`config.mk`:
```
export PLATFORM = sky130hd
export DESIGN_NAME = vx_socket_mem_arb_flat
export DESIGN_NICKNAME = d
export VERILOG_FILES = /design/src/rtl/vx_socket_mem_arb_pkg.sv /design/src/rtl/vx_socket_mem_arb_if.sv /design/src/rtl/vx_socket_mem_arb_rr_grant.sv /design/src/rtl/vx_socket_mem_arb.sv /design/src/flat_wrapper.sv
export SDC_FILE = /design/constraint.sdc
export NUM_CORES = 1
export LEC_CHECK = 0
export BUFFER_PORTS_ARGS = -buffer_cell sky130_fd_sc_hd__buf_2
export CORE_AREA = 2 2 238 240
export CTS_BUF_LIST = sky130_fd_sc_hd__clkbuf_4
export CTS_CLUSTER_DIAMETER = 150
export DETAILED_ROUTE_END_ITERATION = 8
export DIE_AREA = 0 0 240 242
export PLACE_DENSITY_LB_ADDON = 0.08
export SLEW_MARGIN = 20
export SYNTH_ARGS = -nofsm -noshare
export SYNTH_HDL_FRONTEND = slang
export SYNTH_SLANG_ARGS = --single-unit
```
`constraint.sdc`:
```
create_clock -name clk -period 15.75 [get_ports clk]
set_input_delay 3.15 -clock clk [delete_from_list [all_inputs] [get_ports clk]]
set_output_delay 3.15 -clock clk [all_outputs]
set_load 0.05 [all_outputs]
```
`src/rtl/vx_socket_mem_arb_pkg.sv`:
```
// Shared constants and width helpers for the socket memory arbiter.
package vx_socket_mem_arb_pkg;

  localparam int unsigned SOCKET_ARB_NUM_INPUTS = 4;

  function automatic int unsigned socket_arb_sel_bits(input int unsigned n);
    return (n > 1) ? int'($clog2(n)) : 1;
  endfunction

  localparam int unsigned SOCKET_ARB_SEL_BITS = socket_arb_sel_bits(SOCKET_ARB_NUM_INPUTS);

  // Output tag carries the input index in its LSBs.
  function automatic int unsigned socket_arb_out_tag_width(input int unsigned tag_w,
                                                           input int unsigned n);
    return tag_w + socket_arb_sel_bits(n);
  endfunction

endpackage

```
`src/rtl/vx_socket_mem_arb_if.sv`:
```
// Bundle of per-core request/response ports plus the merged port toward the shared cache.
interface vx_socket_mem_arb_if #(
  parameter int unsigned NUM_INPUTS = 4,
  parameter int unsigned ADDR_WIDTH = 32,
  parameter int unsigned DATA_SIZE  = 4,
  parameter int unsigned TAG_WIDTH  = 8
);
  import vx_socket_mem_arb_pkg::*;

  localparam int unsigned DATA_WIDTH    = 8 * DATA_SIZE;
  localparam int unsigned OUT_TAG_WIDTH = socket_arb_out_tag_width(TAG_WIDTH, NUM_INPUTS);

  logic [NUM_INPUTS-1:0]                 req_in_valid;
  logic [NUM_INPUTS-1:0]                 req_in_rw;
  logic [NUM_INPUTS-1:0][ADDR_WIDTH-1:0] req_in_addr;
  logic [NUM_INPUTS-1:0][DATA_WIDTH-1:0] req_in_data;
  logic [NUM_INPUTS-1:0][DATA_SIZE-1:0]  req_in_byteen;
  logic [NUM_INPUTS-1:0][TAG_WIDTH-1:0]  req_in_tag;
  logic [NUM_INPUTS-1:0]                 req_in_ready;

  logic [NUM_INPUTS-1:0]                 rsp_in_valid;
  logic [NUM_INPUTS-1:0][DATA_WIDTH-1:0] rsp_in_data;
  logic [NUM_INPUTS-1:0][TAG_WIDTH-1:0]  rsp_in_tag;
  logic [NUM_INPUTS-1:0]                 rsp_in_ready;

  logic                     req_out_valid;
  logic                     req_out_rw;
  logic [ADDR_WIDTH-1:0]    req_out_addr;
  logic [DATA_WIDTH-1:0]    req_out_data;
  logic [DATA_SIZE-1:0]     req_out_byteen;
  logic [OUT_TAG_WIDTH-1:0] req_out_tag;
  logic                     req_out_ready;

  logic                     rsp_out_valid;
  logic [DATA_WIDTH-1:0]    rsp_out_data;
  logic [OUT_TAG_WIDTH-1:0] rsp_out_tag;
  logic                     rsp_out_ready;

  // Environment side: cores plus the downstream cache.
  modport master (
    output req_in_valid, req_in_rw, req_in_addr, req_in_data, req_in_byteen, req_in_tag,
    input  req_in_ready,
    input  rsp_in_valid, rsp_in_data, rsp_in_tag,
    output rsp_in_ready,
    input  req_out_valid, req_out_rw, req_out_addr, req_out_data, req_out_byteen, req_out_tag,
    output req_out_ready,
    output rsp_out_valid, rsp_out_data, rsp_out_tag,
    input  rsp_out_ready
  );

  // Arbiter side.
  modport slave (
    input  req_in_valid, req_in_rw, req_in_addr, req_in_data, req_in_byteen, req_in_tag,
    output req_in_ready,
    output rsp_in_valid, rsp_in_data, rsp_in_tag,
    input  rsp_in_ready,
    output req_out_valid, req_out_rw, req_out_addr, req_out_data, req_out_byteen, req_out_tag,
    input  req_out_ready,
    input  rsp_out_valid, rsp_out_data, rsp_out_tag,
    output rsp_out_ready
  );

endinterface

```
`src/rtl/vx_socket_mem_arb_rr_grant.sv`:
```
// Round-robin priority encoder: first valid input at or after ptr, wrapping modulo NUM_INPUTS.
module vx_rr_grant #(
  parameter int unsigned NUM_INPUTS = 4,
  parameter int unsigned SEL_BITS   = 2
) (
  input  logic [NUM_INPUTS-1:0] valid_i,
  input  logic [SEL_BITS-1:0]   ptr_i,
  output logic [NUM_INPUTS-1:0] grant_c_o,
  output logic [SEL_BITS-1:0]   idx_c_o,
  output logic                  found_c_o
);

  logic [SEL_BITS:0]   pos_c;
  logic [SEL_BITS-1:0] cand_c;

  always_comb begin
    grant_c_o = '0;
    idx_c_o   = '0;
    found_c_o = 1'b0;
    pos_c     = '0;
    cand_c    = '0;
    for (int unsigned k = 0; k < NUM_INPUTS; k++) begin
      pos_c = {1'b0, ptr_i} + (SEL_BITS+1)'(k);
      if (pos_c >= (SEL_BITS+1)'(NUM_INPUTS)) pos_c = pos_c - (SEL_BITS+1)'(NUM_INPUTS);
      cand_c = SEL_BITS'(pos_c);
      if (!found_c_o && valid_i[cand_c]) begin
        found_c_o         = 1'b1;
        grant_c_o[cand_c] = 1'b1;
        idx_c_o           = cand_c;
      end
    end
  end

endmodule

```
`src/rtl/vx_socket_mem_arb.sv`:
```
// Merges per-core cache request ports into one port with round-robin arbitration,
// tagging each request with its source index and routing responses back by that index.
module vx_socket_mem_arb
  import vx_socket_mem_arb_pkg::*;
#(
  parameter int unsigned NUM_INPUTS = 4,
  parameter int unsigned ADDR_WIDTH = 32,
  parameter int unsigned DATA_SIZE  = 4,
  parameter int unsigned TAG_WIDTH  = 8,
  parameter int unsigned OUT_REG    = 1
) (
  input  logic               clk,
  input  logic               reset,
  vx_socket_mem_arb_if.slave bus_io
);

  localparam int unsigned SEL_BITS      = socket_arb_sel_bits(NUM_INPUTS);
  localparam int unsigned DATA_WIDTH    = 8 * DATA_SIZE;
  localparam int unsigned OUT_TAG_WIDTH = socket_arb_out_tag_width(TAG_WIDTH, NUM_INPUTS);
  localparam int unsigned REQ_WIDTH     = 1 + ADDR_WIDTH + DATA_WIDTH + DATA_SIZE + OUT_TAG_WIDTH;

  logic [SEL_BITS-1:0]   ptr_q, ptr_d;
  logic [NUM_INPUTS-1:0] grant_c;
  logic [SEL_BITS-1:0]   grant_idx_c;
  logic                  grant_vld_c;
  logic                  accept_c;
  logic                  push_c;
  logic                  out_valid_c;
  logic [REQ_WIDTH-1:0]  req_mux_c;
  logic [REQ_WIDTH-1:0]  req_head_c;
  logic [SEL_BITS-1:0]   rsp_sel_c;

  vx_rr_grant #(
    .NUM_INPUTS (NUM_INPUTS),
    .SEL_BITS   (SEL_BITS)
  ) u_rr_grant (
    .valid_i   (bus_io.req_in_valid),
    .ptr_i     (ptr_q),
    .grant_c_o (grant_c),
    .idx_c_o   (grant_idx_c),
    .found_c_o (grant_vld_c)
  );

  assign req_mux_c = {bus_io.req_in_rw[grant_idx_c],
                      bus_io.req_in_addr[grant_idx_c],
                      bus_io.req_in_data[grant_idx_c],
                      bus_io.req_in_byteen[grant_idx_c],
                      bus_io.req_in_tag[grant_idx_c],
                      grant_idx_c};

  assign push_c              = grant_vld_c & accept_c;
  assign bus_io.req_in_ready = grant_c & {NUM_INPUTS{accept_c}};

  // Priority moves just past the winner only when it actually hands off.
  always_comb begin
    ptr_d = ptr_q;
    if (push_c) begin
      ptr_d = (32'(grant_idx_c) == NUM_INPUTS - 1) ? '0 : grant_idx_c + SEL_BITS'(1);
    end
  end

  always_ff @(posedge clk) begin
    if (!reset) ptr_q <= '0;
    else        ptr_q <= ptr_d;
  end

  if (OUT_REG != 0) begin : g_skid
    logic [1:0][REQ_WIDTH-1:0] mem_q, mem_d;
    logic [1:0]                count_q, count_d;
    logic                      wr_q, wr_d, rd_q, rd_d;
    logic                      pop_c;

    assign accept_c    = reset & (count_q != 2'd2);
    assign out_valid_c = reset & (count_q != 2'd0);
    assign pop_c       = out_valid_c & bus_io.req_out_ready;
    assign req_head_c  = mem_q[rd_q];

    always_comb begin
      mem_d   = mem_q;
      wr_d    = wr_q;
      rd_d    = rd_q;
      count_d = count_q;
      if (push_c) begin
        mem_d[wr_q] = req_mux_c;
        wr_d        = ~wr_q;
      end
      if (pop_c) rd_d = ~rd_q;
      case ({push_c, pop_c})
        2'b10:   count_d = count_q + 2'd1;
        2'b01:   count_d = count_q - 2'd1;
        default: count_d = count_q;
      endcase
    end

    always_ff @(posedge clk) begin
      if (!reset) begin
        count_q <= '0;
        wr_q    <= 1'b0;
        rd_q    <= 1'b0;
      end else begin
        count_q <= count_d;
        wr_q    <= wr_d;
        rd_q    <= rd_d;
      end
    end

    always_ff @(posedge clk) begin
      mem_q <= mem_d;
    end
  end else begin : g_comb
    assign accept_c    = reset & bus_io.req_out_ready;
    assign out_valid_c = reset & grant_vld_c;
    assign req_head_c  = req_mux_c;
  end

  assign bus_io.req_out_valid = out_valid_c;
  assign {bus_io.req_out_rw, bus_io.req_out_addr, bus_io.req_out_data,
          bus_io.req_out_byteen, bus_io.req_out_tag} = req_head_c;

  // Responses steer by index; an index beyond NUM_INPUTS is swallowed with ready held high.
  assign rsp_sel_c = bus_io.rsp_out_tag[SEL_BITS-1:0];

  always_comb begin
    bus_io.rsp_in_valid  = '0;
    bus_io.rsp_out_ready = 1'b1;
    for (int unsigned i = 0; i < NUM_INPUTS; i++) begin
      if (rsp_sel_c == SEL_BITS'(i)) begin
        bus_io.rsp_in_valid[i] = bus_io.rsp_out_valid;
        bus_io.rsp_out_ready   = bus_io.rsp_in_ready[i];
      end
    end
  end

  assign bus_io.rsp_in_data = {NUM_INPUTS{bus_io.rsp_out_data}};
  assign bus_io.rsp_in_tag  = {NUM_INPUTS{bus_io.rsp_out_tag[OUT_TAG_WIDTH-1:SEL_BITS]}};

  always_ff @(posedge clk) begin
    if (reset && bus_io.rsp_out_valid) begin
      assert (32'(rsp_sel_c) < NUM_INPUTS)
        else $error("vx_socket_mem_arb: response index %0d out of range", rsp_sel_c);
    end
  end

endmodule

```
`src/flat_wrapper.sv`:
```
// flat-port wrapper written by rule: the top's interface ports become plain ports
module vx_socket_mem_arb_flat import vx_socket_mem_arb_pkg::*;
#(
  parameter int unsigned NUM_INPUTS = 4,
  parameter int unsigned ADDR_WIDTH = 32,
  parameter int unsigned DATA_SIZE  = 4,
  parameter int unsigned TAG_WIDTH  = 8,
  parameter int unsigned OUT_REG    = 1
)
  (clk, reset, bus_io_req_in_valid, bus_io_req_in_rw, bus_io_req_in_addr, bus_io_req_in_data, bus_io_req_in_byteen, bus_io_req_in_tag, bus_io_req_in_ready, bus_io_rsp_in_valid, bus_io_rsp_in_data, bus_io_rsp_in_tag, bus_io_rsp_in_ready, bus_io_req_out_valid, bus_io_req_out_rw, bus_io_req_out_addr, bus_io_req_out_data, bus_io_req_out_byteen, bus_io_req_out_tag, bus_io_req_out_ready, bus_io_rsp_out_valid, bus_io_rsp_out_data, bus_io_rsp_out_tag, bus_io_rsp_out_ready);
  vx_socket_mem_arb_if #(.NUM_INPUTS(NUM_INPUTS), .ADDR_WIDTH(ADDR_WIDTH), .DATA_SIZE(DATA_SIZE), .TAG_WIDTH(TAG_WIDTH)) bus_io_i ();
  input  logic clk;
  input  logic reset;
  input wire logic [$bits(bus_io_i.req_in_valid)-1:0] bus_io_req_in_valid;
  input wire logic [$bits(bus_io_i.req_in_rw)-1:0] bus_io_req_in_rw;
  input wire logic [$bits(bus_io_i.req_in_addr)-1:0] bus_io_req_in_addr;
  input wire logic [$bits(bus_io_i.req_in_data)-1:0] bus_io_req_in_data;
  input wire logic [$bits(bus_io_i.req_in_byteen)-1:0] bus_io_req_in_byteen;
  input wire logic [$bits(bus_io_i.req_in_tag)-1:0] bus_io_req_in_tag;
  output wire logic [$bits(bus_io_i.req_in_ready)-1:0] bus_io_req_in_ready;
  output wire logic [$bits(bus_io_i.rsp_in_valid)-1:0] bus_io_rsp_in_valid;
  output wire logic [$bits(bus_io_i.rsp_in_data)-1:0] bus_io_rsp_in_data;
  output wire logic [$bits(bus_io_i.rsp_in_tag)-1:0] bus_io_rsp_in_tag;
  input wire logic [$bits(bus_io_i.rsp_in_ready)-1:0] bus_io_rsp_in_ready;
  output wire logic [$bits(bus_io_i.req_out_valid)-1:0] bus_io_req_out_valid;
  output wire logic [$bits(bus_io_i.req_out_rw)-1:0] bus_io_req_out_rw;
  output wire logic [$bits(bus_io_i.req_out_addr)-1:0] bus_io_req_out_addr;
  output wire logic [$bits(bus_io_i.req_out_data)-1:0] bus_io_req_out_data;
  output wire logic [$bits(bus_io_i.req_out_byteen)-1:0] bus_io_req_out_byteen;
  output wire logic [$bits(bus_io_i.req_out_tag)-1:0] bus_io_req_out_tag;
  input wire logic [$bits(bus_io_i.req_out_ready)-1:0] bus_io_req_out_ready;
  input wire logic [$bits(bus_io_i.rsp_out_valid)-1:0] bus_io_rsp_out_valid;
  input wire logic [$bits(bus_io_i.rsp_out_data)-1:0] bus_io_rsp_out_data;
  input wire logic [$bits(bus_io_i.rsp_out_tag)-1:0] bus_io_rsp_out_tag;
  output wire logic [$bits(bus_io_i.rsp_out_ready)-1:0] bus_io_rsp_out_ready;
  assign bus_io_i.req_in_valid = bus_io_req_in_valid;
  assign bus_io_i.req_in_rw = bus_io_req_in_rw;
  assign bus_io_i.req_in_addr = bus_io_req_in_addr;
  assign bus_io_i.req_in_data = bus_io_req_in_data;
  assign bus_io_i.req_in_byteen = bus_io_req_in_byteen;
  assign bus_io_i.req_in_tag = bus_io_req_in_tag;
  assign bus_io_req_in_ready = bus_io_i.req_in_ready;
  assign bus_io_rsp_in_valid = bus_io_i.rsp_in_valid;
  assign bus_io_rsp_in_data = bus_io_i.rsp_in_data;
  assign bus_io_rsp_in_tag = bus_io_i.rsp_in_tag;
  assign bus_io_i.rsp_in_ready = bus_io_rsp_in_ready;
  assign bus_io_req_out_valid = bus_io_i.req_out_valid;
  assign bus_io_req_out_rw = bus_io_i.req_out_rw;
  assign bus_io_req_out_addr = bus_io_i.req_out_addr;
  assign bus_io_req_out_data = bus_io_i.req_out_data;
  assign bus_io_req_out_byteen = bus_io_i.req_out_byteen;
  assign bus_io_req_out_tag = bus_io_i.req_out_tag;
  assign bus_io_i.req_out_ready = bus_io_req_out_ready;
  assign bus_io_i.rsp_out_valid = bus_io_rsp_out_valid;
  assign bus_io_i.rsp_out_data = bus_io_rsp_out_data;
  assign bus_io_i.rsp_out_tag = bus_io_rsp_out_tag;
  assign bus_io_rsp_out_ready = bus_io_i.rsp_out_ready;
  vx_socket_mem_arb #(.NUM_INPUTS(NUM_INPUTS), .ADDR_WIDTH(ADDR_WIDTH), .DATA_SIZE(DATA_SIZE), .TAG_WIDTH(TAG_WIDTH), .OUT_REG(OUT_REG)) u_core (.clk(clk), .reset(reset), .bus_io(bus_io_i));
endmodule
```
# Word level (Yosys, flattened, before mapping)
# Cells that the tools add are included.
# word_totals
reg_bits,164
latch_bits,0
ramBits,0
mem_bits_ro,0
output_inout_bits,249
n_memories,0
# op_classes
add_sub_neg,10
n_mul,0
div,0
order_cmp,16
eq_ne,7
n_shift,0
n_mux,57
bitwise,10
n_reduce_logical,14
# op_table
operator,count
79-bit two-way mux,3
158-bit bitwise mux,1
32-bit binary-select mux with 2-bit select,2
79-bit demux with 1-bit select,1
32-bit two-way mux,2
1-bit two-way mux,21
4-bit two-way mux,5
2-bit two-way mux,9
8-bit binary-select mux with 2-bit select,1
"2-bit by 3-bit less-than comparator with 1-bit output, second input constant",5
4-bit OR,3
1-bit binary-select mux with 2-bit select,5
"2-bit by 1-bit subtractor with 2-bit output, second input constant",5
"3-bit greater-or-equal comparator, second input constant",3
4-bit binary-select mux with 2-bit select,1
1-bit demux with 2-bit select,4
"2-bit equality test, second input constant",4
"2-bit by 1-bit greater-or-equal comparator with 1-bit output, second input constant",4
1-bit logical AND,8
8-bit two-way mux,1
"2-bit by 2-bit adder with 3-bit output, second input constant",2
"2-bit by 1-bit adder with 2-bit output, second input constant",2
1-bit bitwise AND,4
4-bit bitwise AND,1
other kinds (11),17

# Longest topological paths before layout
# depth
depth_word,17
depth_mapped,16
mapped_depth_nobuf,10

# By module
# A second synthesis with hierarchy kept.
# hier_totals
hier_cells,589
area_unflattened_um2,9551.7
# by_module_without_submodules
module,n_inst,cells_per_inst,area_per_inst_um2,seq_area_each_um2
vx_socket_mem_arb,1,544,9130.0,4864.7
vx_rr_grant,1,45,421.7,0.0

# Least setup slack after synthesis
# No wires, ideal clock.
# synth_timing
path_kind,in2out
from,in bus_io_req_in_valid[3]
to,out bus_io_req_in_ready[0]
t_arrival_ns,5.255
setup_slack_ns,7.345
stages,7
path_buffers,3
cell_sequence,clkbuf_1 -> mux4_2 -> clkbuf_1 -> clkbuf_1 -> a221o_1 -> o21ai_0 -> a21oi_1
# synth_between
elab_chain_cells,13
word_cells_on_any_way,25
# synth_rtl
element,line_no,rtl
start: declaration,flat_wrapper.sv:14,input wire logic [$bits(bus_io_i.req_in_valid)-1:0] bus_io_req_in_valid;
1-bit binary-select mux with 2-bit select,vx_socket_mem_arb_rr_grant.sv:26,if (!found_c_o && valid_i[cand_c]) begin
1-bit two-way mux (not written as such),vx_socket_mem_arb_rr_grant.sv:26,
1-bit two-way mux,vx_socket_mem_arb_rr_grant.sv:26,
1-bit zero test,vx_socket_mem_arb_rr_grant.sv:26,
1-bit logical AND,vx_socket_mem_arb_rr_grant.sv:26,
1-bit two-way mux,vx_socket_mem_arb_rr_grant.sv:26,
1-bit zero test,vx_socket_mem_arb_rr_grant.sv:26,
1-bit logical AND,vx_socket_mem_arb_rr_grant.sv:26,
1-bit two-way mux,vx_socket_mem_arb_rr_grant.sv:26,
1-bit zero test,vx_socket_mem_arb_rr_grant.sv:26,
1-bit logical AND,vx_socket_mem_arb_rr_grant.sv:26,
4-bit two-way mux *,vx_socket_mem_arb_rr_grant.sv:26,
4-bit bitwise AND *,vx_socket_mem_arb.sv:52,assign bus_io.req_in_ready = grant_c & {NUM_INPUTS{accept_c}};
end: declaration,flat_wrapper.sv:20,output wire logic [$bits(bus_io_i.req_in_ready)-1:0] bus_io_req_in_ready;
# Mark *: on every way between the ends. The rest lies on a longest branch, timed or not. The select of a mux whose other input is x is not followed.

# Worst setup path in the final report
# layout_timing
from,in bus_io_req_in_valid[2]
to,out bus_io_req_in_ready[0]
# Same word-level chain as after synthesis.

==> flow_metrics.env <==
export IMPL_status="finished, final reports clean"
export IMPL_pwr_share_seq_pct=25.9
export IMPL_first_pass_iters=5
export IMPL_root_buffer="clkbuf_4"
export IMPL_synth_simple_area_share_pct=5.62
export IMPL_path_cells="buf_2 -> mux4_2 -> nor2b_1 -> a221o_1 -> o21ai_0 -> a21oi_1 -> buf_2"
export IMPL_clk_latency_ns=0.72
export IMPL_cp_top_family="simple AND/OR/NAND/NOR gates"
export IMPL_critPathCaptureType="primary output"
export IMPL_portBuffers=410
export IMPL_reg2reg_slack_ns=10.42
export IMPL_grt_pass1_wl_mm=78.3
export IMPL_yosysUniqueCellTypes=44
export IMPL_final_min_clock_period_ns=8.59
export IMPL_start_util_pct=21.9
export IMPL_switching_power_mw=1.86
export IMPL_core_um2=55700
export IMPL_r2r_worst_path_cells=8
export IMPL_setup_violations=0
export IMPL_worst_path_stages=7
export IMPL_sw_frac_of_total_pct=54.6
export IMPL_r2r_end="u_core.g_skid.mem_q[95]$_DFFE_PP_"
export IMPL_synthAdderAreaFrac_pct=1.03
export IMPL_synth_top_area_share_pct=39.0
export IMPL_crit_path_frequent_cell="buf_2"
export IMPL_startpoint="bus_io_req_in_valid[2]"
export IMPL_yosys_most_used_dff="edfxtp_1"
export IMPL_syn_inst=1188
export IMPL_pin_count=611
export IMPL_cts_resized=0
export IMPL_fin_setup_tns_ns=0
export IMPL_drtIter0Drc=613
export IMPL_post_dp_hpwl_mm=37.6
export IMPL_leakage_nw=5.02
export IMPL_synth_top_area_cell="edfxtp_1"
export IMPL_clk_pin_slew_worst_paths_ns=0.15
export IMPL_die_area_um2=58100
export IMPL_p_int_mw=1.54
export IMPL_worst_slew_pin_slew_ns=1.12
export IMPL_critPathMaxStageDelay_ns=0.63
export IMPL_holdWs_ns=0.528
export IMPL_timing_fmax_mhz=116
export IMPL_vias=10700
export IMPL_nNetsFinal=1701
export IMPL_place_gp_congestion=0.820
export IMPL_via_per_inst=5.08
export IMPL_hold_depth=2
export IMPL_fillerInstances=6147
export IMPL_hold_end="u_core.g_skid.count_q[1]$_SDFFE_PN0P_"
export IMPL_clkPwrFrac_pct=8.4
export IMPL_r2r_start="u_core.ptr_q[0]$_SDFFE_PN0P_"
export IMPL_yosysWarnings=0
export IMPL_post_cts_setup_buffer_count=0
export IMPL_ctsHoldBuffers=0
export IMPL_path_max_fanout=12
export IMPL_drc=0
export IMPL_rsz0062_at_grt="no"
export IMPL_syn_area_per_cell_um2=10.3
export IMPL_fp_row_count=87
export IMPL_power_density_nw_per_um2=243
export IMPL_floorplan_die_width_um=240
export IMPL_cts_htree_levels=4
export IMPL_drv_cap=0
export IMPL_seq_area_um2=4870
export IMPL_synth_area_um2=12200
export IMPL_crit_required_ns=12.60
export IMPL_grt_pass1_vias=10800
export IMPL_clock_sinks=164
export IMPL_synth_compound_area_share_pct=29.6
export IMPL_seq_area_frac_synth_pct=39.9
export IMPL_synthTopCellsByArea="edfxtp_1 39%, buf_4 9.9%, a211oi_1 9.5%"
export IMPL_startpoint_type="input port"
export IMPL_wl_mm=54.8
export IMPL_synth_edff_count=158
export IMPL_grt_max_degree=92
export IMPL_cts_tree="yes"
export IMPL_die_y_um=242
export IMPL_wl_per_cell_um=26.0
export IMPL_min_period_over_period_pct=54.6
export IMPL_drive_gt1_share_pct=47.8
export IMPL_p_total_mw=3.40
export IMPL_pwr_share_comb_pct=65.7
export IMPL_ir_worst_vdd_v=0.000105
export IMPL_cts_buffers=17
export IMPL_cpMaxStageDelayCell="nor2b_1"
export IMPL_fin_skew_ns=0.0245
export IMPL_ys_ff_latch=164
export IMPL_hp_start="u_core.g_skid.count_q[1]$_SDFFE_PN0P_"
export IMPL_synth_common_cells="165 x o21ai_0, 160 x buf_4, 158 x edfxtp_1"
export IMPL_holdCritPathClass="register to register"
export IMPL_area_delta_synth_final_pct=14.8
export IMPL_cts_buffer_depth=2
export IMPL_critPathArrivalTime_ns=5.44
export IMPL_relSlewSlack_pct=25.5
export IMPL_synth_top_family_by_area="compound AO/OA/AOI/OAI gates"
export IMPL_syn_nets=1560
export IMPL_async_flop_share_pct=0
export IMPL_synthMuxAreaShare_pct=8.50
export IMPL_track_usage_pct=18.5
export IMPL_worstSetupPathType="input port to primary output"
export IMPL_synth_xor_area_share_pct=0.288
export IMPL_timing_final_hold_violations=0
export IMPL_postRouteAntennaNets=0
export IMPL_antenna_found_initial=13
export IMPL_multi_input_comb_area_um2=5610
export IMPL_path_buf_inv=2
export IMPL_final_max_slew_viol_count=0
export IMPL_grt_overflow=0
export IMPL_synth_most_common_cell="o21ai_0"
[final cells by class]
| class | instances | area share (%) |
|---|---|---|
| antenna | 11 | 0.197 |
| clock buffer | 17 | 0.912 |
| clock inverter | 14 | 1.26 |
| inverter | 6 | 0.161 |
| multi-input combinational | 710 | 40.1 |
| sequential | 164 | 34.8 |
| tap | 756 | 6.76 |
| timing repair buffer | 430 | 15.7 |
[layout by cell type (no fill, tap or decap), types with 3 or more instances in the layout]
master / synthesis / layout
xnor2_1: 3 / 3
mux4_2: 5 / 4
ha_1: 10 / 10
clkbuf_4: 0 / 17
inv_1: 6 / 6
nand4_1: 77 / 77
a211oi_1: 154 / 154
dfxtp_1: 6 / 4
nand2_1: 7 / 4
o21ai_0: 165 / 165
mux2_2: 81 / 81
inv_6: 0 / 4
bufinv_16: 0 / 3
nor2_1: 7 / 5
and2_1: 5 / 3
buf_4: 160 / 20
a21bo_2: 77 / 77
buf_2: 11 / 410
a221o_1: 4 / 4
a21oi_1: 7 / 7
nand2_8: 0 / 3
diode_2: 0 / 11
nor2b_1: 3 / 3
edfxtp_1: 158 / 158
a32oi_1: 77 / 77
[through the flow]
stage	util (%)	area (µm²)	cells	worst slack (ns)
finish	25.1	14000	2108	7.16
global route	25.1	14000	2107	7.00
CTS	25.0	14000	2097	7.29
detailed placement	24.5	13600	2066	7.30
global placement	24.5	13600	2066	7.34
floorplan	-	12200	1188	7.35
[kinds of logic (layout without fill, tap and decap cells)]
kind of cell             count (synthesis)  after routing
AO/OA/AOI/OAI                          496            496
buffers and inverters                  314            467
flip-flops                             164            164
AND/OR/NAND/NOR                        113            113
multiplexers                            87             87
adder cells (fa/ha/maj)                 10             10
XOR/XNOR                                 4              4
other                                    0             11
[worst max-delay path by stage]
| stage | to | slack [ns] |
|---|---|---|
| 2_1_floorplan | bus_io_req_in_ready[0] | 7.35 |
| 6_report | bus_io_req_in_ready[0] | 7.16 |
| 3_5_place_dp | bus_io_req_in_ready[0] | 7.30 |
| 4_1_cts | bus_io_req_in_ready[0] | 7.29 |
| 5_1_grt | bus_io_req_in_ready[0] | 7.00 |
| 3_3_place_gp | bus_io_req_in_ready[0] | 7.34 |
[power groups by stage]
| stage | Combinational (mW) | Sequential [mW] | Clock [mW] |
|---|---|---|---|
| final | 2.23 | 0.882 | 0.285 |
| after global routing | 2.39 | 0.904 | 0.321 |
| after CTS | 2.27 | 0.885 | 0.305 |
| after detailed placement | 2.27 | 0.897 | 0 |
| after global placement | 2.26 | 0.894 | 0 |
| after floorplan | 1.70 | 0.862 | 0 |
[registers in the layout (all words and copies together), names as in the netlist]
register / count
u_core.g_skid.mem_q: 158
u_core.g_skid.count_q: 2
u_core.g_skid.rd_q: 1
u_core.ptr_q: 2
u_core.g_skid.wr_q: 1
[layer usage]
metal | wire length, µm | vias up | GRT usage, %
met5 | 41 | - | 0
met4 | 955 | 6 | 5.35
met3 | 3710 | 54 | 5.33
met2 | 28200 | 486 | 32.2
met1 | 21900 | 5304 | 21.8
li1 | - | 4852 | -
[worst reg2reg max path, delay by kind of cell (launching register included)]
kind	cells	cell delay (ns)
buf+inv	3	1.98
mux	1	0.74
flops	1	0.76
compound gates	3	0.94
simple gates	1	0.68
Note: power is estimated with default switching activity, not from simulation.
